## src/rtl/bram_stream_reader_pkg.sv

```systemverilog
// Shared types and constants for the BRAM burst reader and its output buffer.
package bram_stream_reader_pkg;

    localparam int BUF_DEPTH = 2;
    localparam int OCC_W     = $clog2(BUF_DEPTH + 1);

    typedef enum logic [1:0] {
        IDLE,
        RUN,
        FLUSH
    } state_e;

endpackage

```

## src/rtl/bram_stream_reader_stream_fifo2.sv

```systemverilog
// Two-entry FIFO that absorbs the RAM's read latency; head entry drives the stream.
module stream_fifo2
    import bram_stream_reader_pkg::*;
#(
    parameter int DATA_W = 24
) (
    input  logic              clk,
    input  logic              rst_n,
    input  logic              push_i,
    input  logic [DATA_W-1:0] push_data_i,
    input  logic              pop_i,
    output logic [OCC_W-1:0]  occ_o,
    output logic [DATA_W-1:0] head_o
);

    logic [DATA_W-1:0] mem_q [BUF_DEPTH];
    logic              rd_ptr_q;
    logic              wr_ptr_q;
    logic [OCC_W-1:0]  occ_q;
    logic              do_push;
    logic              do_pop;

    assign do_pop  = pop_i && (occ_q != '0);
    assign do_push = push_i && ((occ_q != OCC_W'(BUF_DEPTH)) || do_pop);

    always_ff @(posedge clk or negedge rst_n) begin
        if (!rst_n) begin
            // NOTE: the two entries are reset so the stream data reads as zero after reset.
            for (int i = 0; i < BUF_DEPTH; i++) begin
                mem_q[i] <= '0;
            end
            rd_ptr_q <= 1'b0;
            wr_ptr_q <= 1'b0;
            occ_q    <= '0;
        end else begin
            if (do_push) begin
                mem_q[wr_ptr_q] <= push_data_i;
                wr_ptr_q        <= ~wr_ptr_q;
            end
            if (do_pop) begin
                rd_ptr_q <= ~rd_ptr_q;
            end
            unique case ({do_push, do_pop})
                2'b10:   occ_q <= occ_q + OCC_W'(1);
                2'b01:   occ_q <= occ_q - OCC_W'(1);
                default: occ_q <= occ_q;
            endcase
        end
    end

    assign occ_o  = occ_q;
    assign head_o = mem_q[rd_ptr_q];

endmodule

```

## src/rtl/bram_stream_reader.sv

```systemverilog
// Walks a contiguous BRAM address range and streams the words out in order over valid/ready.
module bram_stream_reader
    import bram_stream_reader_pkg::*;
#(
    parameter int DATA_W = 24,
    parameter int ADDR_W = 12
) (
    input  logic              clk,
    input  logic              rst_n,
    input  logic              start,
    input  logic [ADDR_W-1:0] base_addr,
    input  logic [ADDR_W:0]   len,
    output logic              busy,
    output logic              done,
    output logic [ADDR_W-1:0] bram_addr,
    output logic              bram_we,
    output logic [DATA_W-1:0] bram_din,
    input  logic [DATA_W-1:0] bram_dout,
    output logic [DATA_W-1:0] m_data,
    output logic              m_valid,
    input  logic              m_ready
);

    localparam int CW = OCC_W + 1;

    state_e            state_q;
    logic [ADDR_W-1:0] addr_cnt_q;
    logic [ADDR_W:0]   remaining_q;
    logic              inflight_q;
    logic              done_q;
    logic [OCC_W-1:0]  occ;
    logic              pop;
    logic              issue;

    assign pop = m_valid & m_ready;

    // Issue only if the word still has a guaranteed buffer slot when it lands next cycle.
    assign issue = (state_q == RUN) && (remaining_q != '0) &&
                   ((CW'(occ) + CW'(inflight_q)) < (CW'(BUF_DEPTH) + CW'(pop)));

    always_ff @(posedge clk or negedge rst_n) begin
        if (!rst_n) begin
            state_q     <= IDLE;
            addr_cnt_q  <= '0;
            remaining_q <= '0;
            inflight_q  <= 1'b0;
            done_q      <= 1'b0;
        end else begin
            done_q     <= 1'b0;
            inflight_q <= issue;
            if (issue) begin
                addr_cnt_q  <= addr_cnt_q + {{(ADDR_W-1){1'b0}}, 1'b1};
                remaining_q <= remaining_q - {{ADDR_W{1'b0}}, 1'b1};
            end
            unique case (state_q)
                IDLE: begin
                    if (start) begin
                        if (len != '0) begin
                            addr_cnt_q  <= base_addr;
                            remaining_q <= len;
                            state_q     <= RUN;
                        end else begin
                            done_q <= 1'b1;
                        end
                    end
                end
                RUN: begin
                    if (issue && (remaining_q == {{ADDR_W{1'b0}}, 1'b1})) begin
                        state_q <= FLUSH;
                    end
                end
                FLUSH: begin
                    // Last beat: nothing left in flight and the only buffered word leaves now.
                    if (!inflight_q && (occ == OCC_W'(1)) && pop) begin
                        state_q <= IDLE;
                        done_q  <= 1'b1;
                    end
                end
                default: state_q <= IDLE;
            endcase
        end
    end

    stream_fifo2 #(
        .DATA_W (DATA_W)
    ) u_fifo (
        .clk         (clk),
        .rst_n       (rst_n),
        .push_i      (inflight_q),
        .push_data_i (bram_dout),
        .pop_i       (pop),
        .occ_o       (occ),
        .head_o      (m_data)
    );

    assign m_valid   = (occ != '0);
    assign busy      = (state_q != IDLE);
    assign done      = done_q;
    assign bram_addr = addr_cnt_q;
    assign bram_we   = 1'b0;
    assign bram_din  = '0;

endmodule

```

## config.mk

```make
export PLATFORM = sky130hd
export DESIGN_NAME = bram_stream_reader
export DESIGN_NICKNAME = d
export VERILOG_FILES = /design/src/rtl/bram_stream_reader_pkg.sv /design/src/rtl/bram_stream_reader_stream_fifo2.sv /design/src/rtl/bram_stream_reader.sv
export SDC_FILE = /design/constraint.sdc
export NUM_CORES = 1
export LEC_CHECK = 0
export CAP_MARGIN = 20
export CORE_ASPECT_RATIO = 0.5
export CORE_MARGIN = 3
export CORE_UTILIZATION = 30
export DETAILED_ROUTE_END_ITERATION = 12
export REMOVE_ABC_BUFFERS = 1
export SYNTH_ARGS = -nofsm -noshare
export SYNTH_HDL_FRONTEND = slang
export SYNTH_HIERARCHICAL = 1
export SYNTH_SLANG_ARGS = --single-unit
```

## constraint.sdc

```tcl
create_clock -name clk -period 3.27 [get_ports clk]
set_clock_uncertainty 0.2 [all_clocks]
set_input_delay 0.654 -clock clk [delete_from_list [all_inputs] [get_ports clk]]
set_output_delay 0.654 -clock clk [all_outputs]
set_load 0.02 [all_outputs]
```

==> results of run 1 <==
## kinds of logic (layout without fill, tap and decap cells)
| kind of cell | count (synthesis) | in the layout | synth area share [%] |
|---|---|---|---|
| XOR/XNOR | 14 | 14 | 2.91 |
| other | 1 | 25 | 0.0891 |
| AO/OA/AOI/OAI | 39 | 39 | 5.77 |
| adder cells (fa/ha/maj) | 6 | 6 | 1.78 |
| AND/OR/NAND/NOR | 103 | 103 | 14.5 |
| buffers and inverters | 45 | 126 | 7.25 |
| multiplexers | 73 | 73 | 19.5 |
| flip-flops | 81 | 81 | 48.2 |
## metal layers
metal | share of wire [%] | vias up | global-route usage, %
met5 | 0 | - | 0
met4 | 1.3 | 0 | 3.44
met3 | 5.3 | 10 | 3.91
met2 | 47 | 63 | 20.2
met1 | 46 | 1468 | 16.2
li1 | - | 1458 | -
## stage by stage
step                      setup WS [ns]  hold WS [ns]  utilization [%]
after global routing              0.448         0.306             42.5
after global placement            0.457         0.262             39.9
after floorplan                   0.599         0.158                -
after CTS                         0.523         0.288             42.2
after detailed placement          0.437         0.271             39.9
final                             0.550         0.280             42.5
## registers in the layout, indices dropped and copies added (netlist names)
signal / flops
u_fifo/rd_ptr_q: 1
bram_addr: 12
inflight_q: 1
state_q: 2
u_fifo/mem_q: 48
remaining_q: 13
done: 1
u_fifo/occ_o: 2
u_fifo/wr_ptr_q: 1
## how the worst max path moves through the flow
stage,slack (ns),cells past startpoint,to
4_1_cts,0.52,3,m_data[12]
6_report,0.55,3,m_data[11]
3_5_place_dp,0.44,6,remaining_q[2]
5_1_grt,0.45,7,state_q[1]
3_3_place_gp,0.46,7,bram_addr[10]
2_1_floorplan,0.60,7,remaining_q[12]
## layout make-up
class | instances | area, um2 | share of cell area (%)
clock buffer | 12 | 256 | 4.58
clock inverter | 4 | 51.3 | 0.916
inverter | 6 | 22.5 | 0.402
multi-input combinational | 260 | 1970 | 35.1
sequential | 81 | 2030 | 36.2
tap | 186 | 233 | 4.16
timing repair buffer | 104 | 1040 | 18.6
## cells in the final DEF, fill, tap and decap left out, types with 9 or more instances in the layout
master,count
dfrtp_1,81
conb_1,25
nor2_1,17
nand2_1,23
o21ai_0,15
mux2_2,65
clkbuf_16,9
a31oi_1,9
clkdlybuf4s50_1,90
buf_4,11
## report_power, final
group / internal [mW] / switching (mW) / total, mW
clock network: 0.633 / 0.403 / 1.04
logic: 1.64 / 1.47 / 3.12
registers: 1.52 / 0.375 / 1.90
## critical path, stage by stage (launching register included)
cell             delay (ns)
dfrtp_1                0.34
buf_4                  0.26
mux2_2                 0.38
clkdlybuf4s50_1        0.54
==> flow_summary.json, run 1 <==
{
  "ff2ff_setup_slack_ns": 0.58,
  "required_ns": 2.42,
  "hold_viol": 0,
  "antenna_cells": 0,
  "clockRootBuffer": "clkbuf_16",
  "stdcell_area_um2": 5600,
  "synthTopCellsByArea": "dfrtp_1 (48%), mux2_2 (17%), buf_4 (4.5%)",
  "grt.total_usage_pct": 12.5,
  "synth_area_um2": 4210,
  "insertion_delay_ns": 0.34,
  "cts_resized": 0,
  "netlist_top_cells_count": "dfrtp_1 (81), mux2_2 (65), buf_4 (25), nand2_1 (23), nor2_1 (17)",
  "antenna_found_initial": 0,
  "yosysUniqueCellTypes": 49,
  "first_pass_iters": 4,
  "timing.final.crit_share_pct": 83.2,
  "setup_violations": 0,
  "die_y_um": 89.8,
  "ctsHoldBuffers": 0,
  "max_clock_freq_mhz": 368,
  "yosys_warnings": 6,
  "grt_overflow": 0,
  "hold_depth": 1,
  "hold_path.class": "reg2reg",
  "synth_cells": 362,
  "cts_tree": "yes",
  "syn_avg_cell_area_um2": 11.6,
  "synth_seq_cells": 81,
  "drc": 0,
  "initial_core_util_pct": 32.0,
  "relSlewSlack_pct": 49.8,
  "status": "completed",
  "die_width_um": 174,
  "cts_sinks": 81,
  "postPlaceCellArea_um2": 5250,
  "grt_first_pass_wirelength_mm": 15.9,
  "fin_setup_tns_ns": 0,
  "clk_pin_slew_worst_paths_ns": 0.06,
  "nets": 521,
  "hpwl_mm": 6.58,
  "io_buffers": 91,
  "ys.flop_type": "dfrtp_1",
  "crit_start": "u_fifo/rd_ptr_q",
  "die-area_um2": 15600,
  "yosysTopAreaCellShare_pct": 48.2,
  "drive_gt1_share_pct": 22.7,
  "numCtsBuffers": 9,
  "critical_path_class": "reg2out",
  "pwr_density_cell_nw_per_um2": 1080,
  "timing.rr.end": "state_q[1]",
  "syn2layout_area_growth_pct": 33.0,
  "detail_route.wl_per_cell_um": 14.4,
  "io_pins": 117,
  "leakagePower_nw": 2.24,
  "cp_max_fo": 16,
  "peakVddDrop_v": 0.000365,
  "final-instance-count-excl-fill": 653,
  "async_flop_share_pct": 100,
  "placedCellCount": 635,
  "drt_iter0_drc": 123,
  "vias_per_cell": 4.59,
  "via_count": 2999,
  "synth_largest_area_cell": "dfrtp_1",
  "r2r_start": "remaining_q[0]",
  "hold_path_end": "u_fifo/mem_q[24]",
  "cp-start-kind": "flip-flop",
  "cp-end-kind": "output pin",
  "arrival_ns": 1.87,
  "hold_start": "u_fifo/mem_q[24]",
  "p_total_mw": 6.05,
  "clk_path_buf_depth": 2,
  "routed_wl_mm": 9.41,
  "ant_nets": 0,
  "finalCriticalPeriod_ns": 2.72,
  "drv_slew": 0,
  "cts_setup_buffers": 0,
  "fillCellCount": 1272,
  "yosysSeqAreaShare_pct": 48.2,
  "rows": 29,
  "htree_levels": 3,
  "r2r_cells": 7,
  "gp_congestion": 0.763,
  "core_area_um2": 13200,
  "synth-edff-count": 0,
  "grt_max_degree": 82,
  "worst_pin_slew_ns": 0.753,
  "yosysMostFrequentCell": "dfrtp_1",
  "drv_cap": 0,
  "first_global_vias": 3122,
  "rsz0062_at_grt": "false"
}
Power figures use the tool's default switching activity.
==> run 2: changes to the inputs <==
- clock period: 3.27 -> 2.6 ns (I/O delays scaled with it)
==> run 2 against run 1 <==
  * Sequential power grew 25%
  * Cell count increased by 1.7%
  * Hold slack better by 0.0050 ns
  * Clock-buffer cell count is 2 lower
  * Power rose by 29%
  * Register-to-register slack got worse by 0.42 ns
  * Sequential share of layout area fell by 0.98 points
  * Non-clock buffer count up 11
  * Critical path depth did not move
  * Cell area is 2.8% higher
  * Combinational power increased by 33%
  * Die area stayed put
==> flow_summary.json, run 2 (synthesized netlist as in run 1, its figures left out) <==
{
  "status": "completed",
  "relSlewSlack_pct": 66.5,
  "antenna_found_initial": 0,
  "die-area_um2": 15600,
  "first_pass_iters": 5,
  "leakagePower_nw": 2.34,
  "nets": 532,
  "grt.total_usage_pct": 12.6,
  "io_buffers": 91,
  "hold_viol": 0,
  "hpwl_mm": 6.78,
  "finish.utilization_pct": 43.7,
  "setup_violations": 0,
  "htree_levels": 3,
  "cts_sinks": 81,
  "seq_area_um2": 2030,
  "rows": 29,
  "peakVddDrop_v": 0.000474,
  "finalCriticalPeriod_ns": 2.52,
  "clk_path_buf_depth": 2,
  "p_total_mw": 7.78,
  "arrival_ns": 1.80,
  "drc": 0,
  "multi_input_area_um2": 1990,
  "hold_path.class": "reg2reg",
  "gp_congestion": 0.786,
  "via_count": 3101,
  "grt_overflow": 0,
  "ant_nets": 0,
  "detail_route.wl_per_cell_um": 14.4,
  "layout_common_cells": "clkdlybuf4s50_1 (87), dfrtp_1 (81), mux2_2 (65), conb_1 (25), nand2_1 (23)",
  "core_area_um2": 13200,
  "worst_pin_slew_ns": 0.497,
  "clockRootBuffer": "clkbuf_16",
  "initial_core_util_pct": 32.0,
  "critical_path_class": "reg2out",
  "cp_max_fo": 9,
  "crit_path_cell_trace": "buf_4 -> mux2_2 -> clkdlybuf4s50_1",
  "pwr_density_cell_nw_per_um2": 1350,
  "numCtsBuffers": 9,
  "drv_slew": 0,
  "insertion_delay_ns": 0.33,
  "drv_cap": 0,
  "slowest_delay_ns": 0.54,
  "first_global_vias": 3207,
  "timing.final.crit_share_pct": 96.9,
  "antenna_cells": 0,
  "io_pins": 117,
  "required_ns": 1.88,
  "drt_iter0_drc": 155,
  "critical_path.slowest_cell": "clkdlybuf4s50_1",
  "syn2layout_area_growth_pct": 36.7,
  "largest_reg_flops": 48,
  "die_y_um": 89.8,
  "die_width_um": 174,
  "largest-register": "u_fifo/mem_q",
  "cp-start-kind": "flip-flop",
  "cts_tree": "yes",
  "vias_per_cell": 4.67,
  "clk_pin_slew_worst_paths_ns": 0.06,
  "grt_max_degree": 37,
  "drive_gt1_share_pct": 25.3,
  "rsz0062_at_grt": "false",
  "grt_first_pass_wirelength_mm": 16.1,
  "fillCellCount": 1257,
  "cp-end-kind": "output pin",
  "routed_wl_mm": 9.54,
  "mostFrequentLayoutCell": "clkdlybuf4s50_1",
  "max_clock_freq_mhz": 397
}
-- run 2: cell count changes in the layout (fill, tap and decap cells not counted), moves of 3 or more --
| cell | delta |
|---|---|
| dlymetal6s2s_1 | +3 |
| buf_4 | +6 |
| clkinv_2 | +3 |
| clkdlybuf4s50_1 | -3 |
| buf_12 | +5 |
-- run 2: what timing repair did --
item / CTS / global route
buffers inserted: 0 / 0
pin swaps: 0 / 1
hold buffers: 1 / 0
setup endpoints to repair: 7 / 24
cloned: 0 / 0
resized for setup: 1 / 9
hold endpoints to repair: 27 / 0
-- run 2: layer usage --
layer	vias up	track usage (%)	part of all wire (%)
met1	1535	15.8	46
met4	0	2.96	0.73
met5	-	0	0
met2	76	21.2	48
met3	5	4.12	5.2
li1	1485	-	-
-- run 2: path summary, 6_finish.rpt --
kind,start,endpoint,slack (ns),cells after the start
min in group asynchronous,rst_n,remaining_q[9],0.46,2
min,u_fifo/mem_q[47],u_fifo/mem_q[47],0.29,1
max reg2reg,remaining_q[0],bram_addr[2],0.16,8
min reg2reg,u_fifo/mem_q[47],u_fifo/mem_q[47],0.29,1
max in group asynchronous,rst_n,u_fifo/mem_q[40],1.15,3
max,u_fifo/rd_ptr_q,m_data[2],0.08,3
-- run 2: final cells by class --
cell class                      instances  share of cell area [%]
Tap cell                              186                    4.04
Multi-Input combinational cell        260                    34.7
Clock inverter                          6                    1.00
Sequential cell                        81                    35.2
Inverter                                6                   0.391
Clock buffer                           10                    4.15
Timing Repair Buffer                  115                    20.5
-- run 2: stage by stage --
step	instances	worst slack (ns)	setup TNS (ns)	hold slack, ns	instance area (um2)
floorplan	347	-0.0711	-0.0711	0.0244	4020
global placement	647	0.0485	0	0.266	5410
detailed placement	647	0.00532	0	0.271	5410
CTS	664	0.0345	0	0.288	5720
global route	664	0.00286	0	0.307	5750
finish	664	0.0810	0	0.285	5750
-- run 2: worst max-delay path, delay by kind of cell, from the launching register on --
kind,cells,cell delay [ns]
flops,1,0.37
buf+inv,2,0.74
mux,1,0.35
-- run 2: report_power, final --
part	internal, mW	switching (mW)
Combinational	2.23	1.93
Clock	0.762	0.494
Sequential	1.91	0.455
Total	4.90	2.88
